File: config.mk
export PLATFORM = sky130hd
export DESIGN_NAME = sprite_mover_flat
export DESIGN_NICKNAME = d
export VERILOG_FILES = /design/src/rtl/sprite_mover_if.sv /design/src/rtl/sprite_mover.sv /design/src/flat_wrapper.sv
export SDC_FILE = /design/constraint.sdc
export NUM_CORES = 1
export LEC_CHECK = 0
export CAP_MARGIN = 30
export CORE_MARGIN = 3
export CORE_UTILIZATION = 23
export CTS_BUF_LIST = sky130_fd_sc_hd__clkbuf_4 sky130_fd_sc_hd__clkbuf_8
export DETAILED_ROUTE_END_ITERATION = 6
export PLACE_DENSITY = 0.49
export RECOVER_POWER = 100
export SLEW_MARGIN = 40
export SYNTH_ARGS = -nofsm -noshare
export SYNTH_HDL_FRONTEND = slang
export SYNTH_SLANG_ARGS = --single-unit
File: constraint.sdc
create_clock -name frame_clk -period 8.4 [get_ports frame_clk]
set_input_delay 1.26 -clock frame_clk [delete_from_list [all_inputs] [get_ports frame_clk]]
set_output_delay 1.26 -clock frame_clk [all_outputs]
set_load 0.01 [all_outputs]
File: src/rtl/sprite_mover_if.sv
// Keyboard/probe/position bundle between the game layer and sprite_mover.
interface sprite_mover_if;
  logic [7:0] keycode;
  logic       collision;
  logic [9:0] probe_x;
  logic [9:0] probe_y;
  logic [9:0] spriteX;
  logic [9:0] spriteY;
  logic [9:0] spriteS;
  logic [1:0] facing;
  logic       moving;

  modport master (
    output keycode, collision,
    input  probe_x, probe_y, spriteX, spriteY, spriteS, facing, moving
  );

  modport slave (
    input  keycode, collision,
    output probe_x, probe_y, spriteX, spriteY, spriteS, facing, moving
  );
endinterface

File: src/rtl/sprite_mover.sv
// Keyboard-driven sprite mover with hold-to-repeat, look-ahead probe and collision veto.
// Define SPRITE_MOVER_WRAP_EN to wrap at screen edges instead of clamping.
module sprite_mover #(
  parameter int X_MIN        = 0,
  parameter int X_MAX        = 639,
  parameter int Y_MIN        = 0,
  parameter int Y_MAX        = 479,
  parameter int START_X      = 320,
  parameter int START_Y      = 240,
  parameter int SIZE         = 30,
  parameter int STEP         = 2,
  parameter int REPEAT_DELAY = 8,
  parameter int REPEAT_RATE  = 2
) (
  input  logic         frame_clk,
  input  logic         Reset,
  sprite_mover_if.slave bus
);

  localparam logic signed [10:0] X_LO   = 11'(X_MIN + SIZE);
  localparam logic signed [10:0] X_HI   = 11'(X_MAX - SIZE);
  localparam logic signed [10:0] Y_LO   = 11'(Y_MIN + SIZE);
  localparam logic signed [10:0] Y_HI   = 11'(Y_MAX - SIZE);
  localparam logic signed [10:0] STEP_S = 11'(STEP);

  localparam int CNT_MAX = (REPEAT_DELAY > REPEAT_RATE) ? REPEAT_DELAY : REPEAT_RATE;
  localparam int CNT_W   = (CNT_MAX > 1) ? $clog2(CNT_MAX) : 1;
  localparam logic [CNT_W-1:0] DELAY_LAST = CNT_W'(REPEAT_DELAY - 1);
  localparam logic [CNT_W-1:0] RATE_LAST  = CNT_W'(REPEAT_RATE - 1);

  localparam logic [1:0] DIR_UP    = 2'd0;
  localparam logic [1:0] DIR_RIGHT = 2'd1;
  localparam logic [1:0] DIR_DOWN  = 2'd2;
  localparam logic [1:0] DIR_LEFT  = 2'd3;

  typedef enum logic [1:0] {IDLE, DELAY, REPEAT} state_e;

  state_e           state_q, state_d;
  logic [CNT_W-1:0] cnt_q, cnt_d;
  logic [1:0]       dir_q, dir_d;
  logic [1:0]       facing_q, facing_d;
  logic             moving_q, moving_d;
  logic [9:0]       x_q, x_d;
  logic [9:0]       y_q, y_d;

  logic             key_vld;
  logic [1:0]       key_dir;
  logic             do_step;
  logic [9:0]       probe_x, probe_y;

  // Signed 11-bit candidate so a step below zero is caught by the lower bound.
  function automatic logic [9:0] step_axis(
    input logic [9:0]        pos,
    input logic              neg,
    input logic signed [10:0] lo,
    input logic signed [10:0] hi
  );
    logic signed [10:0] cand;
    logic signed [10:0] res;
    cand = neg ? ($signed({1'b0, pos}) - STEP_S) : ($signed({1'b0, pos}) + STEP_S);
    res  = cand;
`ifdef SPRITE_MOVER_WRAP_EN
    if (cand < lo)      res = hi;
    else if (cand > hi) res = lo;
`else
    if (cand < lo)      res = lo;
    else if (cand > hi) res = hi;
`endif
    return res[9:0];
  endfunction

  always_comb begin
    key_vld = 1'b1;
    key_dir = DIR_UP;
    case (bus.keycode)
      8'h1A:   key_dir = DIR_UP;
      8'h07:   key_dir = DIR_RIGHT;
      8'h16:   key_dir = DIR_DOWN;
      8'h04:   key_dir = DIR_LEFT;
      default: key_vld = 1'b0;
    endcase
  end

  // Probe always tracks the live keycode; a step commits exactly this value.
  always_comb begin
    probe_x = x_q;
    probe_y = y_q;
    if (key_vld) begin
      case (key_dir)
        DIR_UP:    probe_y = step_axis(y_q, 1'b1, Y_LO, Y_HI);
        DIR_RIGHT: probe_x = step_axis(x_q, 1'b0, X_LO, X_HI);
        DIR_DOWN:  probe_y = step_axis(y_q, 1'b0, Y_LO, Y_HI);
        default:   probe_x = step_axis(x_q, 1'b1, X_LO, X_HI);
      endcase
    end
  end

  always_comb begin
    state_d  = state_q;
    cnt_d    = cnt_q;
    dir_d    = dir_q;
    facing_d = facing_q;
    do_step  = 1'b0;
    case (state_q)
      IDLE: begin
        if (key_vld) begin
          do_step  = 1'b1;
          dir_d    = key_dir;
          facing_d = key_dir;
          cnt_d    = '0;
          state_d  = DELAY;
        end
      end
      DELAY, REPEAT: begin
        if (!key_vld) begin
          cnt_d   = '0;
          state_d = IDLE;
        end else if (key_dir != dir_q) begin
          do_step  = 1'b1;
          dir_d    = key_dir;
          facing_d = key_dir;
          cnt_d    = '0;
          state_d  = DELAY;
        end else if (cnt_q == ((state_q == DELAY) ? DELAY_LAST : RATE_LAST)) begin
          do_step = 1'b1;
          cnt_d   = '0;
          state_d = REPEAT;
        end else begin
          cnt_d = cnt_q + 1'b1;
        end
      end
      default: begin
        cnt_d   = '0;
        state_d = IDLE;
      end
    endcase
  end

  // Collision vetoes the move but not the schedule or the facing update.
  always_comb begin
    x_d      = x_q;
    y_d      = y_q;
    moving_d = 1'b0;
    if (do_step && !bus.collision) begin
      x_d      = probe_x;
      y_d      = probe_y;
      moving_d = 1'b1;
    end
  end

  always_ff @(posedge frame_clk) begin
    if (Reset) begin
      state_q  <= IDLE;
      cnt_q    <= '0;
      dir_q    <= DIR_UP;
      facing_q <= DIR_UP;
      moving_q <= 1'b0;
      x_q      <= 10'(START_X);
      y_q      <= 10'(START_Y);
    end else begin
      state_q  <= state_d;
      cnt_q    <= cnt_d;
      dir_q    <= dir_d;
      facing_q <= facing_d;
      moving_q <= moving_d;
      x_q      <= x_d;
      y_q      <= y_d;
    end
  end

  assign bus.probe_x = probe_x;
  assign bus.probe_y = probe_y;
  assign bus.spriteX = x_q;
  assign bus.spriteY = y_q;
  assign bus.spriteS = 10'(SIZE);
  assign bus.facing  = facing_q;
  assign bus.moving  = moving_q;

endmodule
File: src/flat_wrapper.sv
// flat-port wrapper written by rule: the top's interface ports become plain ports
module sprite_mover_flat 
#(
  parameter int X_MIN        = 0,
  parameter int X_MAX        = 639,
  parameter int Y_MIN        = 0,
  parameter int Y_MAX        = 479,
  parameter int START_X      = 320,
  parameter int START_Y      = 240,
  parameter int SIZE         = 30,
  parameter int STEP         = 2,
  parameter int REPEAT_DELAY = 8,
  parameter int REPEAT_RATE  = 2
)
  (frame_clk, Reset, bus_keycode, bus_collision, bus_probe_x, bus_probe_y, bus_spriteX, bus_spriteY, bus_spriteS, bus_facing, bus_moving);
  sprite_mover_if bus_i ();
  input  logic frame_clk;
  input  logic Reset;
  input wire logic [$bits(bus_i.keycode)-1:0] bus_keycode;
  input wire logic [$bits(bus_i.collision)-1:0] bus_collision;
  output wire logic [$bits(bus_i.probe_x)-1:0] bus_probe_x;
  output wire logic [$bits(bus_i.probe_y)-1:0] bus_probe_y;
  output wire logic [$bits(bus_i.spriteX)-1:0] bus_spriteX;
  output wire logic [$bits(bus_i.spriteY)-1:0] bus_spriteY;
  output wire logic [$bits(bus_i.spriteS)-1:0] bus_spriteS;
  output wire logic [$bits(bus_i.facing)-1:0] bus_facing;
  output wire logic [$bits(bus_i.moving)-1:0] bus_moving;
  assign bus_i.keycode = bus_keycode;
  assign bus_i.collision = bus_collision;
  assign bus_probe_x = bus_i.probe_x;
  assign bus_probe_y = bus_i.probe_y;
  assign bus_spriteX = bus_i.spriteX;
  assign bus_spriteY = bus_i.spriteY;
  assign bus_spriteS = bus_i.spriteS;
  assign bus_facing = bus_i.facing;
  assign bus_moving = bus_i.moving;
  sprite_mover #(.X_MIN(X_MIN), .X_MAX(X_MAX), .Y_MIN(Y_MIN), .Y_MAX(Y_MAX), .START_X(START_X), .START_Y(START_Y), .SIZE(SIZE), .STEP(STEP), .REPEAT_DELAY(REPEAT_DELAY), .REPEAT_RATE(REPEAT_RATE)) u_core (.frame_clk(frame_clk), .Reset(Reset), .bus(bus_i));
endmodule
==> metrics.txt, run 1 <==
Slowest-stage cell, CP=a2111oi_0; crit path max fanout=10; worst vdd ir=56.6 uV; Post-Syn Area=3910 sq um; most frequent cells after synthesis=nand2_1 (54), nor2_1 (45), o21ai_0 (36); CP Cell Sequence=dlygate4sd3_1 > or3b_1 > or3_1 > nand2_1 > o21ai_4 > a2111oi_0 > nand2_2 > o211ai_1 > o21ai_0; Max Freq=0.157 GHz; initial antenna violation count=1; Inserted Clock Buffers=3; post-CTS setup-driven buffer insertion count=0; DR vias/cell=5.46; sequential share of the synthesized area=14.3%; Initial Utilization=23.6%; ratio of cells with drive above 1 in the final layout=5.83%; Area Overhead vs Synth=14.4%; vias in the first global route=3971; failing checks=max-capacitance violations, max-slew violations; total internal power=0.000185 W; Mapped Avg Cell Area=7.04 sq um; GP Congestion=0.904; setup TNS=0 ns; CTS sink count=28; data required time of the worst path=8.58 ns; Worst-Skew Late Latency=0.29 ns; drt pass-1 iters=5; final worst-path cycle share=75.6%; Hold-fix buffers, CTS=0; first-pass GRT wire length=21200 um; die width=136 um; final core occ=27.0%; critical path's largest stage delay=2.35 ns; post_cts resized=0; Synth top area share=14.3%; switching power of the nets=0.0000801 W; clk_skew=0.00876 ns; WL/cell=16.9 um; Synth area leader=dfxtp_1; FP Rows=47; WL final=13300 um; Final setup viols=0; Post-synth EDFFs=0; Seq cells post-synth=28; max-slew violation count=11; Port Buffers=53; CTS tree=built; Iter 0 DRT Violations=334; slew margin rel.=-104%; unrepaired setup endpoints after global routing=false; Synth async-reset ratio=0%; min Tclk post-route=6.35 ns; area of the core=16600 sq um; DRC=0; Net Sw Frac=30.3%; Longest Clk Path Bufs=2; gr usage total=14.0%; YS warnings=0; Layout Nets=596; final hold viol count=0; Main synth FF type=dfxtp_1; CTS root buf=clkbuf_8; total grt overflow=0; H-tree Lvls=1; die area=18600 sq um; LEAKAGE=1.56 nW; I/O Pins=64; Clock Power Share=30.2%; Finished Cell Area=4470 sq um; startpoint class of the critical path=input port; status=finished with violations; CP top delay family=compound AO/OA/AOI/OAI gates; Die Y-Extent=136 um; DP Wirelength=9940 um; CP bufs+invs=1; clock transition at the registers of the reported paths=0.11 ns; Combinational Power Share=17.8%; Least-Margin Pin Slew=2.99 ns; Power Dens Cells=59.2 nW/um^2; largest net degree at the start of global routing=28; Post-Syn Instances=555; Fin Hold WS=0.492 ns; Synth cell types=89; max cap viols=1; Critical Path End Type=flip-flop; Cell Area, Placed=4480 sq um; count leader, synth=nand2_1; sequential share of power=51.9%; via count=4296; largest cells by area after synthesis=dfxtp_1 (14%), ha_1 (5.4%), nand2_1 (5.2%); antenna viol nets, final=0; total power draw=0.000265 W; Setup Crit Path Kind=in2reg; HP Class=reg2reg; CP arrival=6.53 ns
[kinds of logic after synthesis]
logic type      synth area share [%]
xor+xnor                        2.91
simple gates                    32.7
mux                            0.513
flops                           14.3
other cells                    0.192
buf+inv                         8.65
fa+ha+maj                       5.45
compound gates                  35.3
[sequential cells by signal (all words and copies together), names as in the netlist]
name / cells
u_core.state_q: 2
u_core.bus.moving: 1
u_core.dir_q: 2
u_core.bus.spriteY: 10
u_core.cnt_q: 3
u_core.bus.spriteX: 10
[power by group through the flow]
| stage | registers, W | logic, W | clock network [W] |
|---|---|---|---|
| finish | 0.000138 | 0.0000473 | 0.0000800 |
| global route | 0.000138 | 0.0000528 | 0.0000872 |
| CTS | 0.000138 | 0.0000493 | 0.0000837 |
| detailed placement | 0.000141 | 0.0000490 | 0 |
| global placement | 0.000141 | 0.0000483 | 0 |
| floorplan | 0.000139 | 0.0000385 | 0 |
[final cells by class]
cell class              count  area [sq um]
well taps                 220           275
repair buffers             54           538
multi-input cells         466          3000
fillers                  1835         12100
flip-flops and latches     28           561
diodes                      1          2.50
clock buffers               3          41.3
inverters                  15          56.3
[layer usage]
metal  global-route usage (%)  wire (um)  vias to the layer above
met5                        0          0                        -
met4                     1.96        110                        0
met3                     2.89        784                       12
met2                     23.3       6330                      138
met1                     19.1       6100                     2056
li1                         -          -                     2090
[worst register-to-register path, stage by stage (launching register included)]
cell and delay [ns]:
dfxtp_1 0.37, or3b_2 0.20, o21ai_0 0.07, a31o_2 0.26, a21o_2 0.24, a2111oi_0 2.37
nand2_2 0.39, o211ai_1 0.35, o21ai_0 0.11
[layout by cell type (no fill, tap or decap), types with 14 or more instances in the layout]
cell,n
a21oi_1,30
dfxtp_1,28
dlygate4sd3_1,40
ha_1,17
inv_1,14
nand2_1,55
nand3_1,14
nor2_1,45
nor3_1,24
o21ai_0,37
[stage by stage]
stage                     worst slack [ns]  std cells
final                                 2.05        787
after detailed placement              2.55        783
after floorplan                       3.85        563
after global placement                2.48        783
after global routing                  1.44        787
after CTS                             2.54        786
[worst paths after layout]
| kind | to | cells after the start | startpoint | slack, ns |
|---|---|---|---|---|
| setup / recovery | u_core.bus.spriteY[0]$_SDFFE_PP0P_ | 9 | bus_keycode[4] | 2.05 |
| hold reg to reg | u_core.cnt_q[2]$_SDFFE_PP0P_ | 2 | u_core.cnt_q[2]$_SDFFE_PP0P_ | 0.49 |
| hold / removal | u_core.cnt_q[2]$_SDFFE_PP0P_ | 2 | u_core.cnt_q[2]$_SDFFE_PP0P_ | 0.49 |
| setup reg to reg | u_core.bus.spriteY[0]$_SDFFE_PP0P_ | 8 | u_core.dir_q[0]$_SDFFE_PP0P_ | 3.93 |
Power figures use the tool's default switching activity.
==> inputs of run 2 (changes only) <==
==> constraint.sdc (replaced) <==
create_clock -name frame_clk -period 6.01 [get_ports frame_clk]
set_input_delay 0.9015 -clock frame_clk [delete_from_list [all_inputs] [get_ports frame_clk]]
set_output_delay 0.9015 -clock frame_clk [all_outputs]
set_load 0.01 [all_outputs]
==> run 2 against run 1 <==
The run still ends with max-capacitance violations, max-slew violations left. Sequential share of layout area decreased by 0.10 points. Count of clock-buffer cells in the layout increased by 1. Die area unchanged. Clock skew decreased by 0.0051 ns. Flip-flop and latch count unchanged. Clock power increased by 51%. Routed wire length increased by 0.71%. Total power increased by 43%. Critical path type unchanged. Highest routed layer unchanged.
==> metrics.txt, run 2 (synthesized netlist as in run 1, its figures left out) <==
Critical Path End Type=flip-flop; fill cell count=1838 (+0.16%); Layout Nets=601 (+0.84%); first-pass GRT wire length=21800 um (+2.8%); max-slew violation count=11 (unchanged); clk_skew=0.00368 ns (-0.00508 ns); area of the core=16600 sq um (unchanged); Longest Clk Path Bufs=2 (unchanged); Fin Hold WS=0.483 ns (-0.00839 ns); commonest non-fill, non-tap cells in the layout=nand2_1 (55), nor2_1 (45), dlygate4sd3_1 (39); total grt overflow=0 (unchanged); post_cts resized=0 (unchanged); Iter 0 DRT Violations=551 (+65%); drt pass-1 iters=5 (unchanged); setup TNS=0 ns (unchanged); ratio of cells with drive above 1 in the final layout=6.47% (+0.64 points); DR vias/cell=5.50 (+0.77%); final core occ=27.2% (+0.23 points); commonest non-fill, non-tap cell in the layout=nand2_1; CTS root buf=clkbuf_8; DRC=0 (unchanged); WL/cell=16.9 um (about the same); via count=4362 (+1.5%); worst vdd ir=69.2 uV (+22%); CTS tree=built; CP arrival=5.65 ns (-0.88 ns); Power Dens Cells=84.0 nW/um^2 (+42%); FP Rows=47 (unchanged); H-tree Lvls=1 (unchanged); Worst-Skew Late Latency=0.28 ns (about the same); slew margin rel.=-51.9% (+52 points); largest net degree at the start of global routing=25 (-11%); Final setup viols=0 (unchanged); Inserted Clock Buffers=3 (unchanged); antenna viol nets, final=0 (unchanged); Port Buffers=53 (unchanged); Die Y-Extent=136 um (unchanged); initial antenna violation count=1 (unchanged); data required time of the worst path=6.17 ns (-2.41 ns); I/O Pins=64 (unchanged); CTS sink count=28 (unchanged); gr usage total=14.1% (+0.16 points); total power draw=0.000378 W (+43%); die width=136 um (unchanged); clock transition at the registers of the reported paths=0.10 ns (about the same); LEAKAGE=1.59 nW (+2.1%); WL final=13400 um (+0.71%); Least-Margin Pin Slew=2.27 ns (-0.714 ns); final worst-path cycle share=91.4%; die area=18600 sq um (unchanged); multi-input logic area=2990 sq um (about the same); DP Wirelength=10000 um (+0.83%); failing checks=max-capacitance violations, max-slew violations; Cell Area, Placed=4500 sq um (+0.59%); Finished Cell Area=4510 sq um (+0.84%); unrepaired setup endpoints after global routing=false; min Tclk post-route=5.49 ns; final hold viol count=0 (unchanged); HP Class=reg2reg; vias in the first global route=4185 (+5.4%); Initial Utilization=23.6% (unchanged); crit path max fanout=10 (unchanged); post-CTS setup-driven buffer insertion count=0 (unchanged); max cap viols=1 (unchanged); startpoint class of the critical path=input port; GP Congestion=0.953 (+5.5%); status=finished with violations; FF+latch area=561 sq um (unchanged); Setup Crit Path Kind=in2reg; Area Overhead vs Synth=15.4%; Max Freq=0.182 GHz; Hold-fix buffers, CTS=0 (unchanged)
==> run 2: final cells by class <==
type,instances,share of cell area (%)
antenna,1,0.0555
clock buffer,4,1.22
inverter,15,1.25
multi-input combinational,466,66.4
sequential,28,12.4
tap,220,6.11
timing repair buffer,59,12.5
==> run 2: worst max-delay path, cell delays in order <==
cell and delay [ns]:
dlygate4sd3_1 0.66, or3b_1 0.47, or3_1 0.54, nand2_1 0.35, o21ai_4 0.09, a2111oi_1 1.84, nand2_2 0.37, o211ai_1 0.30
o21ai_0 0.12
==> run 2: through the flow <==
stage          worst slack (ns)  instances
2_1_floorplan              2.07        563
3_3_place_gp               1.00        788
3_5_place_dp              0.876        788
5_1_grt                   0.234        793
4_1_cts                   0.768        792
6_report                  0.519        793
==> run 2: final timing paths <==
check | startpoint | end | slack [ns] | depth (start not counted)
min | u_core.cnt_q[2]$_SDFFE_PP0P_ | u_core.cnt_q[2]$_SDFFE_PP0P_ | 0.48 | 2
max reg2reg | u_core.dir_q[0]$_SDFFE_PP0P_ | u_core.bus.spriteY[0]$_SDFFE_PP0P_ | 2.06 | 8
max | bus_keycode[4] | u_core.bus.spriteY[0]$_SDFFE_PP0P_ | 0.52 | 9
min reg2reg | u_core.cnt_q[2]$_SDFFE_PP0P_ | u_core.cnt_q[2]$_SDFFE_PP0P_ | 0.48 | 2
==> run 2: power by group <==
part	total, W	leakage [nW]	internal, W	switching (W)
registers	0.000192	0.226	0.000187	0.00000421
clock network	0.000121	0.0288	0.0000588	0.0000626
logic	0.0000656	1.34	0.0000245	0.0000411
==> run 2: metal layers <==
layer | GRT usage, % | share of wire (%)
met4 | 2.91 | 1.7
met5 | 0 | 0
met3 | 2.44 | 6.5
met1 | 19.2 | 45
met2 | 23.6 | 47
